$ cat config.mk
export PLATFORM = sky130hd
export DESIGN_NAME = sha256_msg_sched_ctrl
export DESIGN_NICKNAME = d
export VERILOG_FILES = /design/src/rtl/sha256_msg_sched_ctrl.sv
export SDC_FILE = /design/constraint.sdc
export NUM_CORES = 1
export LEC_CHECK = 0
export BUFFER_PORTS_ARGS = -buffer_cell sky130_fd_sc_hd__buf_2
export CAP_MARGIN = 20
export CORE_MARGIN = 2
export CORE_UTILIZATION = 64
export DETAILED_ROUTE_END_ITERATION = 10
export HOLD_SLACK_MARGIN = 0.1
export PLACE_DENSITY = 0.81
export SLEW_MARGIN = 5
export SYNTH_ARGS = -nofsm -noshare
export SYNTH_HDL_FRONTEND = slang
export SYNTH_SLANG_ARGS = --single-unit
$ cat constraint.sdc
create_clock -name clk -period 5.63 [get_ports clk]
set_input_delay 0.2815 -clock clk [delete_from_list [all_inputs] [get_ports clk]]
set_output_delay 0.2815 -clock clk [all_outputs]
set_load 0.01 [all_outputs]
$ cat src/rtl/sha256_msg_sched_ctrl.sv
// SHA-256 message schedule sequencer: load 16 words, then expand W[16..ROUNDS-1] with a 4:2 carry-save row.
// Define MSG_SCHED_SINGLE_CYCLE_EN to fold the compress and final add into a single COMP state.
module sha256_msg_sched_ctrl #(
  parameter int ROUNDS = 64,
  parameter int IDX_W  = 6
) (
  input  logic             clk,
  input  logic             rst,
  input  logic             start,
  input  logic             in_valid,
  output logic             in_ready,
  input  logic [31:0]      in_word,
  output logic             out_valid,
  input  logic             out_ready,
  output logic [31:0]      out_word,
  output logic [IDX_W-1:0] out_idx,
  output logic             busy,
  output logic             done
);

`ifdef MSG_SCHED_SINGLE_CYCLE_EN
  typedef enum logic [2:0] {IDLE, LOAD, COMP, DRAIN} state_t;
  localparam state_t COMP_ENTRY = COMP;
  localparam state_t COMP_EMIT  = COMP;
`else
  typedef enum logic [2:0] {IDLE, LOAD, COMP_A, COMP_B, DRAIN} state_t;
  localparam state_t COMP_ENTRY = COMP_A;
  localparam state_t COMP_EMIT  = COMP_B;
`endif

  localparam logic [IDX_W-1:0] LAST_IDX = IDX_W'(ROUNDS - 1);
  localparam logic [IDX_W-1:0] LOAD_END = IDX_W'(15);

  function automatic logic [31:0] sig0(input logic [31:0] x);
    return {x[6:0], x[31:7]} ^ {x[17:0], x[31:18]} ^ {3'b000, x[31:3]};
  endfunction

  function automatic logic [31:0] sig1(input logic [31:0] x);
    return {x[16:0], x[31:17]} ^ {x[18:0], x[31:19]} ^ {10'd0, x[31:10]};
  endfunction

  state_t           state_reg;
  logic [IDX_W-1:0] t_reg;
  logic             out_valid_reg;
  logic [31:0]      out_word_reg;
  logic [IDX_W-1:0] out_idx_reg;

  logic [31:0] buf_mem [16];
  logic [3:0]  slot;
  logic [31:0] op_a, op_b, op_c, op_d;
  logic [31:0] sum_vec, car_vec;
  logic [30:0] cout_vec;
  logic [31:0] w_new;
  logic        out_free, in_fire, comp_fire, wr_en;
  logic [31:0] wr_data;

  assign out_free  = !out_valid_reg || out_ready;
  assign in_fire   = (state_reg == LOAD) && in_valid && out_free;
  assign comp_fire = (state_reg == COMP_EMIT) && out_free;
  assign wr_en     = in_fire || comp_fire;
  assign wr_data   = in_fire ? in_word : w_new;

  // Slot t mod 16 still holds W[t-16] until this word overwrites it.
  assign slot = t_reg[3:0];
  assign op_a = sig1(buf_mem[slot - 4'd2]);
  assign op_b = buf_mem[slot - 4'd7];
  assign op_c = sig0(buf_mem[slot - 4'd15]);
  assign op_d = buf_mem[slot];

  genvar gi;
  generate
    for (gi = 0; gi < 32; gi++) begin : g_cell
      logic fa_sum;
      logic cin;
      if (gi == 0) begin : g_first
        assign cin = 1'b0;
      end else begin : g_chain
        assign cin = cout_vec[gi-1];
      end
      // cout depends only on a,b,c so the lateral chain never ripples.
      if (gi < 31) begin : g_cout
        assign cout_vec[gi] = (op_a[gi] & op_b[gi]) | (op_a[gi] & op_c[gi]) | (op_b[gi] & op_c[gi]);
      end
      assign fa_sum       = op_a[gi] ^ op_b[gi] ^ op_c[gi];
      assign sum_vec[gi]  = fa_sum ^ op_d[gi] ^ cin;
      assign car_vec[gi]  = (fa_sum & op_d[gi]) | (fa_sum & cin) | (op_d[gi] & cin);
    end
  endgenerate

`ifdef MSG_SCHED_SINGLE_CYCLE_EN
  assign w_new = sum_vec + (car_vec << 1);
`else
  logic [31:0] s_reg, c_reg;

  always_ff @(posedge clk) begin
    if (state_reg == COMP_A) begin
      s_reg <= sum_vec;
      c_reg <= car_vec;
    end
  end

  assign w_new = s_reg + (c_reg << 1);
`endif

  always_ff @(posedge clk) begin
    if (wr_en) buf_mem[slot] <= wr_data;
  end

  always_ff @(posedge clk) begin
    if (rst) begin
      state_reg     <= IDLE;
      t_reg         <= '0;
      out_valid_reg <= 1'b0;
      out_word_reg  <= '0;
      out_idx_reg   <= '0;
    end else begin
      if (out_valid_reg && out_ready) out_valid_reg <= 1'b0;
      case (state_reg)
        IDLE: begin
          if (start) begin
            state_reg <= LOAD;
            t_reg     <= '0;
          end
        end
        LOAD: begin
          if (in_fire) begin
            out_valid_reg <= 1'b1;
            out_word_reg  <= in_word;
            out_idx_reg   <= t_reg;
            t_reg         <= t_reg + 1'b1;
            if (t_reg == LOAD_END) state_reg <= COMP_ENTRY;
          end
        end
`ifndef MSG_SCHED_SINGLE_CYCLE_EN
        COMP_A: state_reg <= COMP_B;
`endif
        COMP_EMIT: begin
          if (out_free) begin
            out_valid_reg <= 1'b1;
            out_word_reg  <= w_new;
            out_idx_reg   <= t_reg;
            t_reg         <= t_reg + 1'b1;
            state_reg     <= (t_reg == LAST_IDX) ? DRAIN : COMP_ENTRY;
          end
        end
        DRAIN: begin
          if (out_valid_reg && out_ready) state_reg <= IDLE;
        end
        default: state_reg <= IDLE;
      endcase
    end
  end

  assign in_ready  = (state_reg == LOAD) && out_free;
  assign out_valid = out_valid_reg;
  assign out_word  = out_word_reg;
  assign out_idx   = out_idx_reg;
  assign busy      = (state_reg != IDLE);
  assign done      = (state_reg == DRAIN) && out_valid_reg && out_ready;

endmodule

## Word-level counts from Yosys, hierarchy flattened

Memories as Yosys holds them, arrays and structs flattened. A register that Yosys moved wholly into a read port is not among the register bits.
Cells that the tools add are included.

- Register bits: 111
- RAM bits: 512
- Bits of input ports: 37
- Output and inout bits: 42
- Memories kept: 1

- Add/sub/neg operators: 5
- Equality and inequality tests: 11
- Multiplexer cells: 26
- Bitwise logic cells: 437
- Reduce and logical (&&, ||, !) cells: 17

Memory list:

| name | words | width | read ports | clocked after Yosys merged registers in | wr ports | RTL line | text |
|---|---|---|---|---|---|---|---|
| buf_mem | 16 | 32 | 4 | 1 | 1 | 48 | `logic [31:0] buf_mem [16];` |

Operators by type and width:

| kind | number |
|---|---|
| $and A1 B1 Y1 | 184 |
| $xor A1 B1 Y1 | 127 |
| $or A1 B1 Y1 | 122 |
| $mux W32 | 3 |
| $pmux W32 S2 | 1 |
| $xor A32 B32 Y32 | 2 |
| $add A32 B32 Y32 | 1 |
| $xor A32 B22 Y32 | 1 |
| $xor A32 B29 Y32 | 1 |
| $mux W6 | 5 |
| $mux W3 | 6 |
| $pmux W6 S3 | 1 |
| $pmux W3 S5 | 1 |
| $pmux W6 S2 | 1 |
| $mux W4 | 2 |
| $ne A2 B2 Y1 const B | 4 |
| $logic_and A1 B1 Y1 | 7 |
| $add A6 B1 Y6 const B | 1 |
| $eq A3 B2 Y1 const B | 2 |
| $eq A6 B4 Y1 const B | 1 |
| $eq A6 B6 Y1 const B | 1 |
| $reduce_bool A3 Y1 | 2 |
| $mux W1 | 5 |
| $reduce_and A5 Y1 | 1 |
| other kinds (13) | 14 |

## Depth between registers and ports, before layout

Gate-level depths: netlist (run 1).
An unclocked memory read counts as a cell.

- Depth in word-level cells: 10
- Mapped depth: 16

## Least setup slack after synthesis (run 1)

Ideal clock, no wire load.

- Path type: flip-flop to flip-flop
- From: register t_reg[1]
- To: register s_reg[22] (data pin)
- Arrival time: 4598 ps
- Required time: 5380 ps
- Slack: 782 ps
- Cell stages (with the launch flop): 16
- Period minus slack after synthesis: 4848 ps
- Path through: dfxtp_1 > clkbuf_1 > buf_1 > buf_1 > inv_1 > ha_1 > clkbuf_1 > buf_1 > mux4_2 > mux4_2 > xnor2_2 > xnor2_1 > fa_1 > inv_1 > fa_1 > inv_1

- Cells in the longest elaborated chain, start to end: 8

RTL lines:

| item | RTL line | text |
|---|---|---|
| start: declaration | 43 | `logic [IDX_W-1:0] t_reg;` |
| start signal: assignment | 130 | `t_reg <= t_reg + 1'b1;` |
| start signal: assignment | 142 | `t_reg <= t_reg + 1'b1;` |
| $sub A4 B2 Y4 / $sub A4 B4 Y4 (equally long branches) | 65, 67 |  |
| $mem_v2 Z16 W32 (*) | - |  |
| $xor A32 B32 Y32, on equally long branches | 39, 35 |  |
| $xor A32 B22 Y32 / $xor A32 B29 Y32 (equally long branches) | 39, 35 |  |
| $xor A1 B1 Y1 / $and A1 B1 Y1 (equally long branches) | 84, 82 |  |
| $xor A1 B1 Y1 / $or A1 B1 Y1 (equally long branches) | 84, 82 |  |
| $xor A1 B1 Y1 / $or A1 B1 Y1 (equally long branches) | 85, 82 |  |
| $xor A1 B1 Y1 (*) | 85 | `assign sum_vec[gi] = fa_sum ^ op_d[gi] ^ cin;` |
| named net sum_vec[22] | 51 | `logic [31:0] sum_vec, car_vec;` |
| end signal: assignment | 97 | `s_reg <= sum_vec;` |
| end: declaration | 93 | `logic [31:0] s_reg, c_reg;` |

Mark *: on every way through the listed nets, which the timed path passes. The rest lies on a longest branch.
A chain may end at the register's enable or synchronous reset.

## Worst setup path after layout (run 1)

- From: register t_reg[2]
- To: register s_reg[1] (data pin)

The elaborated chain is that of the path after synthesis.

==> impl_metrics.yaml, run 1 <==
setup_path:
  required_ns: 6.01
  path_class: "flip-flop to flip-flop"
  crit_fanout: 19
  cp-start-kind: "flip-flop"
  endpoint_kind: "flip-flop"
  cp_data_arrival_time_ns: 5.11
synthesis:
  ys_ff_latch: 627
  yosysSeqAreaShare_pct: 50.1
  synth_area_mm2: 0.0366
  synth-warning-count: 0
  synthTopCellsByArea: "edfxtp_1 47%, mux4_2 31%, fa_1 3.4%, xnor2_1 2.9%, dfxtp_1 2.8%"
  syn_inst: 2118
  synthesis.nets: 2254
  synth_area_leader_cell: "edfxtp_1"
  synth.distinct_cells: 63
  synthArstFlopShare_pct: 0
  ys.flop_type: "edfxtp_1"
  syn_avg_cell_area_um2: 17.3
  synth_edf_count: 575
  synth_top_area_share_pct: 47.2
cells_and_area:
  diodes: 0
  area.growth.synth_to_final_pct: 10.8
  final_layout_size_suffix_gt1_share_pct: 35.4
  final_util_pct: 71.8
  largest_register_ffs: 512
  seqCellArea_mm2: 0.0183
  nFillCells: 3316
  fin_nets: 2364
  multiInputGateArea_mm2: 0.0171
clocking:
  cts.sinks: 627
  root_buffer: "clkbuf_16"
  htreeDepth: 3
  post_cts_resized: 0
  cts_setup_buffers: 0
  cts_buffers: 67
  clk_pin_slew_ns: 0.06
  cts.path.max_buffers: 3
  clock_latency_ns: 0.63
  cts_hold_buf: 28
  tritoncts: "done"
grt:
  grt_max_degree: 99
  overflow: 0
  grt_pass1_vias: 23500
  met2_usage_pct: 57.5
  busiest_layer: "met2"
  grt_use_met1_pct: 53.5
  grt_util_all_layers_pct: 39.6
  grtUsageMet3_pct: 13.0
  grt_pass1_wl_um: 166000
  antenna_found_initial: 2
route:
  dr.pass1.iters: 6
  drt-total-wl_um: 113000
  remaining_drc_errors: 0
  vias_per_cell: 7.71
  wire_per_inst_um: 37.3
  num_vias: 23400
  drt_iter0_drc: 3819
  antenna_left: 0
job:
  maxCapViolations: 0
timing:
  rsz0062_at_grt: "no"
  fmax_mhz: 211
  finalMaxSlewViolations: 0
  tns_ns: 0
  relSlewSlack_pct: 18.4
  worst_clock_skew_ns: 0.0317
  hold_viol_final: 0
  timing.hold.ws_ns: 0.115
  post-route-period-util_pct: 84.0
  period_needed_ns: 4.73
  worstMarginPinSlew_ns: 1.22
  setup-violations-final: 0
floorplan:
  dieArea_mm2: 0.0590
  start_util_pct: 64.8
  die_h_um: 243
  boundaryPins: 79
  core-area_mm2: 0.0564
  rows: 87
  die_w_um: 243
power_and_ir_drop:
  p_per_area_mw_per_mm2: 430
  ir_drop_v: 0.000261
  p_leak_uw: 0.0131
placed_design:
  gp_congestion: 0.969
  io_buffers: 78
  hpwl_um: 71100
min_path:
  hold_path.class: "primary input to flip-flop"
status:
  outcome: "finished clean"
-- layout by cell type (no fill, tap or decap), drive strengths merged, types with 52 or more instances in the layout --
cell type / count
a21oi: 60
buf: 159
clkbuf: 85
dfxtp: 52
edfxtp: 575
fa: 62
inv: 140
mux4: 511
nand2: 106
nor2: 72
o21ai: 61
xnor2: 128
-- layer usage --
metal / up-vias / wire length, µm
li1: 8862 / -
met1: 11700 / 36500
met2: 2299 / 50400
met3: 476 / 18100
met4: 2 / 7970
met5: - / 10
-- cell usage after synthesis, types with 3 or more instances --
| library cell | count |
|---|---|
| or3_1 | 4 |
| nor2_1 | 71 |
| nand3_1 | 10 |
| dfxtp_1 | 52 |
| clkbuf_1 | 70 |
| a21oi_1 | 58 |
| buf_6 | 23 |
| o21ai_0 | 58 |
| o21bai_1 | 4 |
| nor2b_1 | 4 |
| buf_2 | 19 |
| nand4_1 | 5 |
| nor3_1 | 14 |
| and3_1 | 8 |
| a211oi_1 | 10 |
| and2_1 | 4 |
| nand2b_1 | 3 |
| a22oi_1 | 5 |
| mux4_2 | 511 |
| a21o_1 | 9 |
| buf_4 | 8 |
| o31a_1 | 3 |
| buf_1 | 26 |
| ha_1 | 37 |
| xnor2_1 | 121 |
| mux2i_1 | 4 |
| or2_2 | 3 |
| fa_1 | 62 |
| inv_1 | 137 |
| edfxtp_1 | 575 |
| xor2_1 | 32 |
| o211ai_1 | 10 |
| o22ai_1 | 8 |
| nand2_1 | 106 |
| xnor2_2 | 7 |
-- metrics by stage --
step           std cells  worst slack, ns  area [µm²]  power (µW)
6_report            3029            0.899       40500       17400
2_1_floorplan       2118            0.782       36600       10800
4_1_cts             3028            0.680       40500       17200
3_5_place_dp        2886            0.646       38200       13000
5_1_grt             3029            0.824       40500       18100
3_3_place_gp        2881            0.730       38100       12700
-- logic make-up after synthesis --
| kind of cell | after synthesis | synth area share, % |
|---|---|---|
| XOR/XNOR | 161 | 4.02 |
| AND/OR/NAND/NOR | 241 | 2.88 |
| flip-flops | 627 | 50.1 |
| AO/OA/AOI/OAI | 192 | 3.22 |
| adder cells (fa/ha/maj) | 99 | 4.66 |
| buffers and inverters | 283 | 3.53 |
| multiplexers | 515 | 31.6 |
-- power breakdown --
group | switching [µW] | internal [µW]
clock | 1830 | 2420
combinational | 4070 | 2630
sequential | 157 | 6320
-- final cells by class --
| type | count | area share (%) |
|---|---|---|
| Clock buffer | 85 | 4.31 |
| Inverter | 137 | 1.27 |
| Clock inverter | 29 | 0.677 |
| Multi-Input combinational cell | 1208 | 42.3 |
| Sequential cell | 627 | 45.3 |
| Timing Repair Buffer | 187 | 3.84 |
| Tap cell | 756 | 2.34 |
-- worst paths after layout --
check / slack, ns / from / endpoint / cells after the start
worst max register to register: 0.90 / t_reg[2] / s_reg[1] / 11
worst min register to register: 0.45 / out_word[2] / out_word[2] / 2
worst min-delay path: 0.11 / in_word[11] / out_word[11] / 5
worst max-delay path: 0.90 / t_reg[2] / s_reg[1] / 11
-- worst max-delay path: stages (launching register included) --
cell and delay [ns]:
dfxtp_1 0.84, inv_1 0.33, ha_2 0.74, buf_12 0.30, buf_4 0.29, mux4_2 0.47, xnor2_1 0.24, xnor2_1 0.16
fa_1 0.51, inv_1 0.05, fa_1 0.50, inv_1 0.04
(Power assumes the default switching activity.)
==> run 2, diff against run 1 <==
CORE_UTILIZATION = 58   (was 64)
PLACE_DENSITY = 0.78   (was 0.81)
clock period = 4.09 ns   (was 5.63 ns; I/O delays follow)
==> run 2 against run 1 <==
The run now ends with negative setup slack left; global-route usage is 3.8 points lower; maximum frequency is 14% higher; critical path depth stayed put; routed wire length is 2.8% higher; sequential share of layout area is 1.5 points lower; register-to-register slack worse by 0.96 ns; sequential power is 37% higher; highest routed layer is now met4.
==> impl_metrics.yaml, run 2 (synthesis gave the netlist of run 1 again) <==
job:
  maxCapViolations: 0
route:
  wire_per_inst_um: 36.3
  remaining_drc_errors: 0
  drt-total-wl_um: 116000
  drt_iter0_drc: 4184
  vias_per_cell: 7.40
  dr.pass1.iters: 6
  antenna_left: 0
  num_vias: 23700
timing:
  relSlewSlack_pct: 27.7
  period_needed_ns: 4.15
  setup_ws_ns: -0.0646
  setup-violations-final: 4
  worstMarginPinSlew_ns: 1.08
  hold_viol_final: 0
  timing.hold.ws_ns: 0.161
  post-route-period-util_pct: 102
  finalMaxSlewViolations: 0
  fmax_mhz: 241
  rsz0062_at_grt: "yes"
  worst_clock_skew_ns: 0.0323
setup_path:
  max_stage_delay_ns: 0.64
  required_ns: 4.47
  path_class: "flip-flop to flip-flop"
  cp-start-kind: "flip-flop"
  cp_data_arrival_time_ns: 4.54
  cp_slowest_cell: "mux4_2"
  crit_fanout: 29
  endpoint_kind: "flip-flop"
  path_cells: "clkinvlp_4 > ha_4 > buf_12 > mux4_2 > mux4_2 > xnor2_2 > xnor2_2 > fa_1 > inv_2 > fa_1 > inv_1"
clocking:
  htreeDepth: 3
  root_buffer: "clkbuf_16"
  cts.sinks: 627
  clock_latency_ns: 0.63
  cts_buffers: 68
  tritoncts: "done"
  clk_pin_slew_ns: 0.06
  cts.path.max_buffers: 3
power_and_ir_drop:
  p_per_area_mw_per_mm2: 598
  p_leak_uw: 0.0137
  ir_drop_v: 0.000310
cells_and_area:
  final_common_cell: "edfxtp_1"
  area.growth.synth_to_final_pct: 14.5
  seqCellArea_mm2: 0.0183
  nFillCells: 3930
  final_layout_size_suffix_gt1_share_pct: 38.7
  multiInputGateArea_mm2: 0.0173
  largest_register_ffs: 512
  final_cell_mix: "575 x edfxtp_1, 511 x mux4_2, 134 x inv_1"
  fin_nets: 2435
  diodes: 0
  final_util_pct: 66.7
grt:
  antenna_found_initial: 3
  overflow: 0
  grt_util_all_layers_pct: 35.8
  grt_max_degree: 70
  grt_pass1_vias: 23300
  grt_pass1_wl_um: 163000
placed_design:
  gp_congestion: 0.996
  io_buffers: 78
  hpwl_um: 72900
floorplan:
  rows: 92
  boundaryPins: 79
  start_util_pct: 58.3
  die_w_um: 255
  core-area_mm2: 0.0627
  dieArea_mm2: 0.0650
  die_h_um: 255
status:
  outcome: "finished with violations"
  violations: "negative setup slack"
min_path:
  hold_path.class: "primary input to flip-flop"
run 2: changes by cell type in the layout (fill, tap and decap cells not counted), sizes merged:
cell and delta:
clkbuf +5, bufbuf +1, clkinv +4, clkinvlp +4
bufinv +2, dlygate4sd3 +6, buf +58
run 2: path summary, 6_finish.rpt:
path              startpoint           to  slack, ns  cells after the start
setup / recovery    t_reg[1]    s_reg[27]      -0.06                     11
hold / removal           rst  out_word[4]       0.16                      2
setup reg to reg    t_reg[1]    s_reg[27]      -0.06                     11
hold reg to reg   out_idx[1]   out_idx[1]       0.46                      2
run 2: report_power, final:
group | total, µW | switching [µW] | internal [µW]
Combinational | 9760 | 5840 | 3920
Sequential | 8860 | 157 | 8700
Clock | 6390 | 2650 | 3730
Total | 25000 | 8650 | 16400
run 2: area by class of cell:
cell class	count	area share [%]
inverters	137	1.24
multi-input cells	1208	41.3
clock inverters	39	0.960
well taps	846	2.53
flip-flops and latches	627	43.8
repair buffers	257	5.68
clock buffers	85	4.51
run 2: stage by stage:
step                worst slack, ns  TNS [ns]  cells  power, µW  instance area [µm²]
floorplan                    -0.160    -20.50   2118      14900                36700
global placement             -0.182    -0.544   3013      17600                38700
detailed placement           -0.196    -0.558   3013      18000                38700
CTS                         -0.0317   -0.0372   3175      24400                41400
global route                -0.0483    -0.456   3199      25900                41800
finish                      -0.0646   -0.0964   3199      25000                41800
run 2: what timing repair did:
action / CTS / global route
hold buffers: 34 / 0
resized for setup: 3 / 25
endpoints found under the setup margin: 10 / 15
cloned: 1 / 8
buffers inserted: 3 / 16
pin swaps: 1 / 9
hold endpoints to repair: 39 / 0
run 2: critical path, delay by kind of cell (launching register included):
family	cells	cell delay (ns)
xor+xnor	2	0.46
fa+ha+maj	3	1.50
buf+inv	4	0.53
flops	1	0.36
mux	2	1.03
run 2: metal layers:
metal / part of all wire [%] / vias to the layer above / wire length, µm / GRT usage (%)
met1: 33 / 12100 / 38500 / 48.7
li1: - / 8995 / - / -
met5: 0 / - / 0 / 0
met3: 15 / 380 / 17900 / 10.0
met4: 5.9 / 0 / 6870 / 18.8
met2: 46 / 2230 / 52900 / 53.4
